**config.mk**
```make
export PLATFORM = sky130hd
export DESIGN_NAME = branch_update_unit
export DESIGN_NICKNAME = d
export VERILOG_FILES = /design/src/rtl/br_pkg.sv /design/src/rtl/br_update_fifo.sv /design/src/rtl/branch_update_unit.sv
export SDC_FILE = /design/constraint.sdc
export NUM_CORES = 1
export LEC_CHECK = 0
export CAP_MARGIN = 20
export CORE_MARGIN = 5
export CORE_UTILIZATION = 30
export DETAILED_ROUTE_END_ITERATION = 8
export PLACE_DENSITY_LB_ADDON = 0.08
export SYNTH_ARGS = -nofsm -noshare
export SYNTH_HDL_FRONTEND = slang
export SYNTH_SLANG_ARGS = --single-unit
```
**constraint.sdc**
```tcl
create_clock -name i_clk -period 4.5 [get_ports i_clk]
set_input_delay 0.675 -clock i_clk [delete_from_list [all_inputs] [get_ports i_clk]]
set_output_delay 0.675 -clock i_clk [all_outputs]
set_load 0.005 [all_outputs]
```
**src/rtl/br_pkg.sv**
```systemverilog
// Shared types for the branch update unit.
// Update entry layout and redirect FSM states.
package br_pkg;

  typedef struct packed {
    logic [31:0] pc;
    logic [31:0] target;
    logic        taken;
  } br_update_t;

  localparam logic [31:0] PC_STEP = 32'd4;

  typedef enum logic {
    ST_IDLE,
    ST_REDIR
  } rd_state_e;

endpackage

```
**src/rtl/br_update_fifo.sv**
```systemverilog
// Synchronous FIFO of predictor update entries.
// Head is read straight from the entry registers.
module br_update_fifo
  import br_pkg::*;
#(
  parameter int DEPTH = 4
) (
  input  logic       clk,
  input  logic       rst,
  input  logic       push,
  input  logic       pop,
  input  br_update_t din,
  output logic       full,
  output logic       empty,
  output br_update_t head
);

  localparam int AW = $clog2(DEPTH);

  br_update_t     mem [DEPTH];
  logic [AW-1:0]  wr_ptr;
  logic [AW-1:0]  rd_ptr;
  logic [AW:0]    cnt;
  logic           do_push;
  logic           do_pop;

  assign full    = (cnt == (AW+1)'(DEPTH));
  assign empty   = (cnt == '0);
  assign do_push = push && !full;
  assign do_pop  = pop && !empty;
  assign head    = mem[rd_ptr];

  // Pointer and occupancy tracking
  always_ff @(posedge clk) begin
    if (rst) begin
      wr_ptr <= '0;
      rd_ptr <= '0;
      cnt    <= '0;
    end else begin
      if (do_push) wr_ptr <= wr_ptr + 1'b1;
      if (do_pop)  rd_ptr <= rd_ptr + 1'b1;
      unique case ({do_push, do_pop})
        2'b10:   cnt <= cnt + 1'b1;
        2'b01:   cnt <= cnt - 1'b1;
        default: cnt <= cnt;
      endcase
    end
  end

  // Entry storage, needs no reset
  always_ff @(posedge clk) begin
    if (do_push) mem[wr_ptr] <= din;
  end

endmodule

```
**src/rtl/branch_update_unit.sv**
```systemverilog
// Branch resolution compare, redirect and
// predictor update queue for the EX stage.
module branch_update_unit
  import br_pkg::*;
#(
  parameter int DEPTH = 4,
  parameter int CNT_W = 32
) (
  input  logic             i_clk,
  input  logic             i_rst,
  input  logic             i_ex_valid,
  input  logic [31:0]      i_ex_pc,
  input  logic             i_ex_taken,
  input  logic [31:0]      i_ex_target,
  input  logic             i_ex_prd_taken,
  input  logic [31:0]      i_ex_prd_target,
  output logic             o_ex_ready,
  output logic             o_redirect_valid,
  output logic [31:0]      o_redirect_pc,
  output logic             o_flush,
  output logic             o_br_update_valid,
  output logic [31:0]      o_br_update_pc,
  output logic [31:0]      o_br_update_target,
  output logic             o_br_update_taken,
  output logic [CNT_W-1:0] o_br_count,
  output logic [CNT_W-1:0] o_mispred_count
);

  rd_state_e  state_q;
  rd_state_e  state_d;
  logic       full;
  logic       empty;
  logic       accept;
  logic       mispred;
  logic [31:0] next_pc;
  br_update_t push_entry;
  br_update_t head;

  assign o_ex_ready = !full && !i_rst;
  assign o_redirect_valid = (state_q == ST_REDIR);
  assign o_flush = o_redirect_valid;

  assign accept = i_ex_valid && o_ex_ready
                && !o_redirect_valid;

  assign mispred = (i_ex_taken != i_ex_prd_taken)
                || (i_ex_taken
                    && (i_ex_target != i_ex_prd_target));

  assign next_pc = i_ex_taken ? i_ex_target
                              : i_ex_pc + PC_STEP;

  assign push_entry = '{
    pc:     i_ex_pc,
    target: i_ex_target,
    taken:  i_ex_taken
  };

  br_update_fifo #(
    .DEPTH (DEPTH)
  ) u_fifo (
    .clk   (i_clk),
    .rst   (i_rst),
    .push  (accept),
    .pop   (!empty),
    .din   (push_entry),
    .full  (full),
    .empty (empty),
    .head  (head)
  );

  assign o_br_update_valid  = !empty;
  assign o_br_update_pc     = empty ? '0 : head.pc;
  assign o_br_update_target = empty ? '0 : head.target;
  assign o_br_update_taken  = !empty && head.taken;

  // Redirect state register
  always_ff @(posedge i_clk) begin
    if (i_rst) state_q <= ST_IDLE;
    else       state_q <= state_d;
  end

  // Redirect lasts exactly one cycle
  always_comb begin
    state_d = ST_IDLE;
    unique case (state_q)
      ST_IDLE:  if (accept && mispred) state_d = ST_REDIR;
      ST_REDIR: state_d = ST_IDLE;
      default:  state_d = ST_IDLE;
    endcase
  end

  // Capture correct next PC on mispredict
  always_ff @(posedge i_clk) begin
    if (i_rst)                  o_redirect_pc <= '0;
    else if (accept && mispred) o_redirect_pc <= next_pc;
  end

  // Saturating performance counters
  always_ff @(posedge i_clk) begin
    if (i_rst) begin
      o_br_count      <= '0;
      o_mispred_count <= '0;
    end else if (accept) begin
      if (o_br_count != '1)
        o_br_count <= o_br_count + 1'b1;
      if (mispred && o_mispred_count != '1)
        o_mispred_count <= o_mispred_count + 1'b1;
    end
  end

endmodule

```
==> results by group, run 1 <==
Power and ir drop
  • Lkg Pwr: 6.70 nW
  • Power Density: 476 nW/um^2
  • Peak supply drop: 0.270 mV

Die
  • # rows: 84
  • Die area: 58400 sq um
  • Die X: 242 um
  • Die span in y: 242 um
  • Initial Util: 30.4%
  • Placeable Area: 52900 sq um
  • Ports: 266

Synth
  • Post-Syn Area per Cell: 13.3 sq um
  • Post-synthesis mux area share: 10.1%
  • Synth top area cells: edfxtp_1 49%, dfxtp_1 13%, mux4_2 9.1%, and2_1 2.7%, xnor2_1 2.7%
  • Biggest area consumer among synthesized cells: edfxtp_1
  • Number of synthesized register bits: 366
  • Area share of the largest cell type after synthesis: 48.5%
  • Area share of fa/ha/maj cells after synthesis: 0.669%
  • YS warnings: 0
  • Post-synthesis sequential area ratio: 61.7%
  • Largest family of logic cells by synthesized area: simple AND/OR/NAND/NOR gates
  • Synth Area in Simple Gates: 13.9%
  • Compound-Gate Fraction of Synth Area: 6.84%
  • Cells after Synth: 1212
  • Syn Nets: 1321
  • Post-synth EDFFs: 260
  • Async S/R FF share, synth: 0%
  • Xor/xnor cell area share of the yosys netlist: 4.46%
  • Yosys cell types: 57
  • Post-Syn Area: 16100 sq um
  • Most used flip-flop cell after synthesis: edfxtp_1

Finish
  • Fin nets: 1587
  • Most frequent cells in the layout: 263 x clkdlybuf4s50_1, 260 x edfxtp_1, 104 x dfxtp_1, 69 x and2_1
  • Most common cell after layout, fill and taps aside: clkdlybuf4s50_1
  • Share of layout cells above drive strength 1: 12.6%
  • Post-Layout Cell Count: 2203
  • Area Growth Syn to Fin: 30.6%
  • Final Core Density: 39.7%

Clock tree
  • TritonCTS clock tree: done
  • CTS Buffer Depth: 3
  • Postcts setup bufs: 0
  • Clock sinks: 366
  • CTS resizes: 0
  • Clock latency on the worst-skew pair: 0.57 ns
  • H-tree depth: 2
  • CTS buffer count: 45
  • Cts hold-fix bufs: 0
  • Root buffer cell: clkbuf_16
  • Clk pin slew, worst setup/hold paths: 0.05 ns

Timing
  • Final Hold Viols: 0
  • Setup violators final: 0
  • Tmin final: 3.62 ns
  • Least-Margin Pin Slew: 0.812 ns
  • Final period util: 80.5%
  • Fmax: 276 MHz
  • Final Skew: 0.0302 ns
  • Slew HR: 45.9%
  • Final worst setup slack: 0.878 ns
  • Final hold slack: 0.486 ns
  • Unrepaired setup endpoints after global routing: false
  • Fin. max-slew vios: 0
  • Setup_tns: 0 ns

Detailed routing
  • Initial DRT Pass Iterations: 5
  • Routed vias: 11200
  • Drt initial violations: 720
  • Remaining DRCs: 0
  • Post-route ant nets: 0
  • Routed wire length: 51.0 mm
  • Routed len/inst: 23.2 um
  • Drt via density: 5.07

Worst setup path
  • CP Capture Type: output pin
  • Worst path buffer plus inverter count: 2
  • Critical path, cell by cell: buf_4 -> mux4_2 -> and2_1 -> clkdlybuf4s50_1
  • Worst path depth: 4
  • Crit start category: flip-flop
  • Slowest-stage cell, CP: dfxtp_4
  • Setup Crit Path Kind: reg2out
  • Worst stage delay on the critical path: 0.65 ns
  • Critical Path AT: 2.95 ns
  • Worst-case reg-to-reg path depth: 6
  • Reg-to-reg startpoint: o_mispred_count[7]
  • WP data required: 3.83 ns
  • CP top delay family: buffers and inverters
  • Crit-path max FO: 21

Place
  • Final Wtd Congestion: 0.777
  • Dpl ws: 1.02 ns
  • IO Port Bufs: 265
  • # placed instances: 2119
  • HPWL Detailed: 34.2 mm

Job
  • Maxcap violations: 0

GRT
  • Global Route met3 Usage: 4.10%
  • Global route overflow: 0
  • Vias in the first global route: 11600
  • Met2 GRT Util: 28.8%
  • Busiest layer in global routing: met2
  • Met1 track utilization from global routing: 22.1%
  • Gr usage total: 17.0%
  • Global-route wire length before repair: 75.8 mm
  • Antenna violations before repair: 2
  • Largest net degree at the start of global routing: 71

Worst hold path
  • Worst Hold Class: reg2reg
  • HP Start: o_redirect_pc[10]
  • Depth of the worst hold-timing path: 2

Run status
  • Outcome: complete, no violations
==> power by group <==
group / switching, mW / leakage (nW) / internal, mW / total (mW)
registers: 0.128 / 3.22 / 3.77 / 3.90
clock network: 1.41 / 0.704 / 2.07 / 3.48
logic: 1.18 / 2.78 / 1.44 / 2.63
total: 2.72 / 6.70 / 7.28 / 10.0
==> metal layers <==
metal  vias to the layer above  part of all wire, %
met5                         -                    0
met4                         0                  2.1
met3                        65                  5.7
met2                       301                   49
met1                      5616                   43
li1                       5188                    -
==> worst min-delay path, cell delays in order (launching register included) <==
cell	delay, ns
dfxtp_1	0.31
o21ai_0	0.07
a21oi_1	0.06
==> through the flow <==
step / instance area [sq um] / total power [mW]
5_1_grt: 21000 / 10.5
6_report: 21000 / 10.0
3_3_place_gp: 19600 / 6.71
3_5_place_dp: 19600 / 6.71
2_1_floorplan: 16100 / 5.25
4_1_cts: 21000 / 10.2
==> final timing paths <==
| check | end | slack (ns) |
|---|---|---|
| max reg2reg | o_mispred_count[4] | 1.77 |
| min | o_redirect_pc[10] | 0.49 |
| min reg2reg | o_redirect_pc[10] | 0.49 |
| max | o_br_update_target[23] | 0.88 |
==> flip-flops by register name, indices dropped and copies added (netlist names), named ones only <==
signal and cells:
u_fifo.mem 260, o_br_count 32, o_mispred_count 32, o_redirect_pc 32, u_fifo.cnt 3, u_fifo.rd_ptr 2, u_fifo.wr_ptr 2, o_flush 1
==> cells by family (layout without fill, tap and decap cells) <==
group | after synthesis | in the layout
XOR/XNOR | 82 | 82
flip-flops | 366 | 366
AO/OA/AOI/OAI | 181 | 181
adder cells (fa/ha/maj) | 8 | 8
buffers and inverters | 98 | 399
other | 0 | 2
AND/OR/NAND/NOR | 397 | 397
multiplexers | 80 | 80
==> cell type report <==
type / count / area (sq um)
diodes: 2 / 5.00
clock buffers: 67 / 1310
inverters: 25 / 93.8
repair buffers: 292 / 2890
clock inverters: 15 / 118
fillers: 5085 / 31900
flip-flops and latches: 366 / 9930
multi-input cells: 748 / 5810
well taps: 688 / 861
==> synthesized netlist by cell type, types with 3 or more instances <==
library cell	count
and3_1	17
ha_1	7
a21oi_1	62
o21ai_0	52
nand2_1	49
buf_1	12
nor4_1	28
xor2_1	33
nor2b_1	9
edfxtp_1	260
nand3_1	66
mux2_2	7
and4_1	10
nor3b_1	3
o41ai_1	4
clkbuf_1	54
o31ai_1	14
nor2_1	53
o21a_1	9
nor3_1	19
and2_1	69
dfxtp_1	106
nand4_1	28
or3_1	10
inv_1	24
xnor2_1	49
mux2i_1	8
a211oi_1	5
a311oi_1	3
mux4_2	65
buf_2	4
o211ai_1	16
or4_1	16
or2_2	4
o31a_1	8
(Power assumes the default switching activity.)
==> inputs of run 2 (changes only) <==
- clock period: 4.5 -> 3.6 ns (I/O delays scaled with it)
==> results by group, run 2 (same netlist as run 1, synthesis figures left out) <==
Finish
  • Share of layout cells above drive strength 1: 13.6%
  • Post-Layout Cell Count: 2217
  • Max reg flops: 260
  • Most common cell after layout, fill and taps aside: clkdlybuf4s50_1
  • Fin nets: 1599
  • Area Growth Syn to Fin: 32.4%
  • Filler cells: 5052
  • Top register by number of flip-flops: u_fifo.mem
  • Most frequent cells in the layout: 263 x clkdlybuf4s50_1, 260 x edfxtp_1, 104 x dfxtp_1, 69 x and2_1

Place
  • IO Port Bufs: 265
  • HPWL Detailed: 34.8 mm
  • Final Wtd Congestion: 0.779
  • # placed instances: 2131

Die
  • Placeable Area: 52900 sq um
  • Die area: 58400 sq um
  • Die X: 242 um
  • # rows: 84
  • Ports: 266
  • Die span in y: 242 um
  • Initial Util: 30.4%

Detailed routing
  • Routed vias: 11200
  • Drt initial violations: 674
  • Remaining DRCs: 0
  • Routed wire length: 51.5 mm
  • Routed len/inst: 23.2 um
  • Post-route ant nets: 0
  • Drt via density: 5.04
  • Initial DRT Pass Iterations: 5

Timing
  • Setup violators final: 0
  • Fin. max-slew vios: 0
  • Unrepaired setup endpoints after global routing: false
  • Final period util: 91.2%
  • Tmin final: 3.28 ns
  • Fmax: 305 MHz
  • Slew HR: 46.5%
  • Setup_tns: 0 ns
  • Final Skew: 0.0112 ns
  • Final Hold Viols: 0
  • Least-Margin Pin Slew: 0.799 ns

Worst setup path
  • Critical Path AT: 2.74 ns
  • Crit start category: flip-flop
  • WP data required: 3.06 ns
  • Crit-path max FO: 21
  • CP Capture Type: output pin
  • Setup Crit Path Kind: reg2out

Power and ir drop
  • Switching part of the total power: 26.7%
  • Peak supply drop: 0.277 mV
  • Internal: 9.52 mW
  • Total power: 13.0 mW
  • Sw power: 3.47 mW
  • Logic pwr share: 26.4%
  • Register share of total power: 37.6%
  • Clk pwr share: 36.0%
  • Lkg Pwr: 6.85 nW
  • Power Density: 609 nW/um^2

Clock tree
  • Clock sinks: 366
  • Clk pin slew, worst setup/hold paths: 0.06 ns
  • CTS buffer count: 45
  • Cts hold-fix bufs: 0
  • TritonCTS clock tree: done
  • H-tree depth: 2
  • Postcts setup bufs: 0
  • CTS Buffer Depth: 3
  • CTS resizes: 0
  • Clock latency on the worst-skew pair: 0.56 ns
  • Root buffer cell: clkbuf_16

GRT
  • Gr usage total: 17.2%
  • Global route overflow: 0
  • Antenna violations before repair: 4
  • Largest net degree at the start of global routing: 66
  • Global-route wire length before repair: 77.1 mm
  • Vias in the first global route: 11600

Worst hold path
  • Worst Hold Class: in2reg

Job
  • Maxcap violations: 0

Run status
  • Outcome: complete, no violations
-- run 2: changes by cell type in the layout (fill, tap and decap cells not counted), moves of 2 or more --
cell       delta
clkbuf_8      -3
clkinv_2      +2
clkbuf_16     +4
clkinv_1      +7
bufinv_16     +3
buf_4         +5
clkbuf_1      -9
buf_12        +7
-- run 2: routing by layer --
layer  vias to the layer above  share of wire (%)  global-route usage, %
met2                       277                 49                   29.0
met1                      5609                 43                   22.4
li1                       5229                  -                      -
met4                         6                1.7                   3.58
met5                         -              0.080                      0
met3                        60                6.2                   4.70
-- run 2: path summary, 6_finish.rpt --
check	startpoint	to	slack (ns)	depth (start not counted)
worst max-delay path	flip-flop	o_br_update_target[28]	0.32	4
worst min-delay path	i_rst	o_br_count[28]	0.42	2
worst max register to register	o_mispred_count[7]	o_mispred_count[4]	0.90	6
worst min register to register	o_redirect_pc[9]	o_redirect_pc[9]	0.48	2
-- run 2: layout make-up --
| class | instances | area, sq um | area share (%) |
|---|---|---|---|
| antenna | 2 | 5.00 | 0.0235 |
| clock buffer | 59 | 1340 | 6.26 |
| clock inverter | 25 | 220 | 1.03 |
| inverter | 25 | 93.8 | 0.440 |
| multi-input combinational | 748 | 5800 | 27.2 |
| sequential | 366 | 9930 | 46.6 |
| tap | 688 | 861 | 4.04 |
| timing repair buffer | 304 | 3060 | 14.4 |
-- run 2: critical path, stage by stage (launching register included) --
cell	delay (ns)
dfxtp_4	0.70
buf_12	0.27
mux4_2	0.52
and2_1	0.21
clkdlybuf4s50_1	0.47
-- run 2: metrics by stage --
stage	instance area [sq um]	utilization [%]	hold slack [ns]	setup slack, ns
2_1_floorplan	16100	-	0.466	0.283
3_3_place_gp	19800	37.4	0.457	0.396
3_5_place_dp	19800	37.4	0.468	0.418
4_1_cts	21300	40.3	0.396	0.169
5_1_grt	21300	40.3	0.410	0.133
6_report	21300	40.3	0.419	0.317
-- run 2: power groups by stage --
| stage | sequential (mW) | combinational (mW) | clock (mW) |
|---|---|---|---|
| after floorplan | 4.86 | 1.70 | 0 |
| after global placement | 4.98 | 3.54 | 0 |
| after detailed placement | 4.98 | 3.55 | 0 |
| after CTS | 4.90 | 3.56 | 4.83 |
| after global routing | 4.92 | 3.71 | 5.02 |
| final | 4.89 | 3.43 | 4.67 |
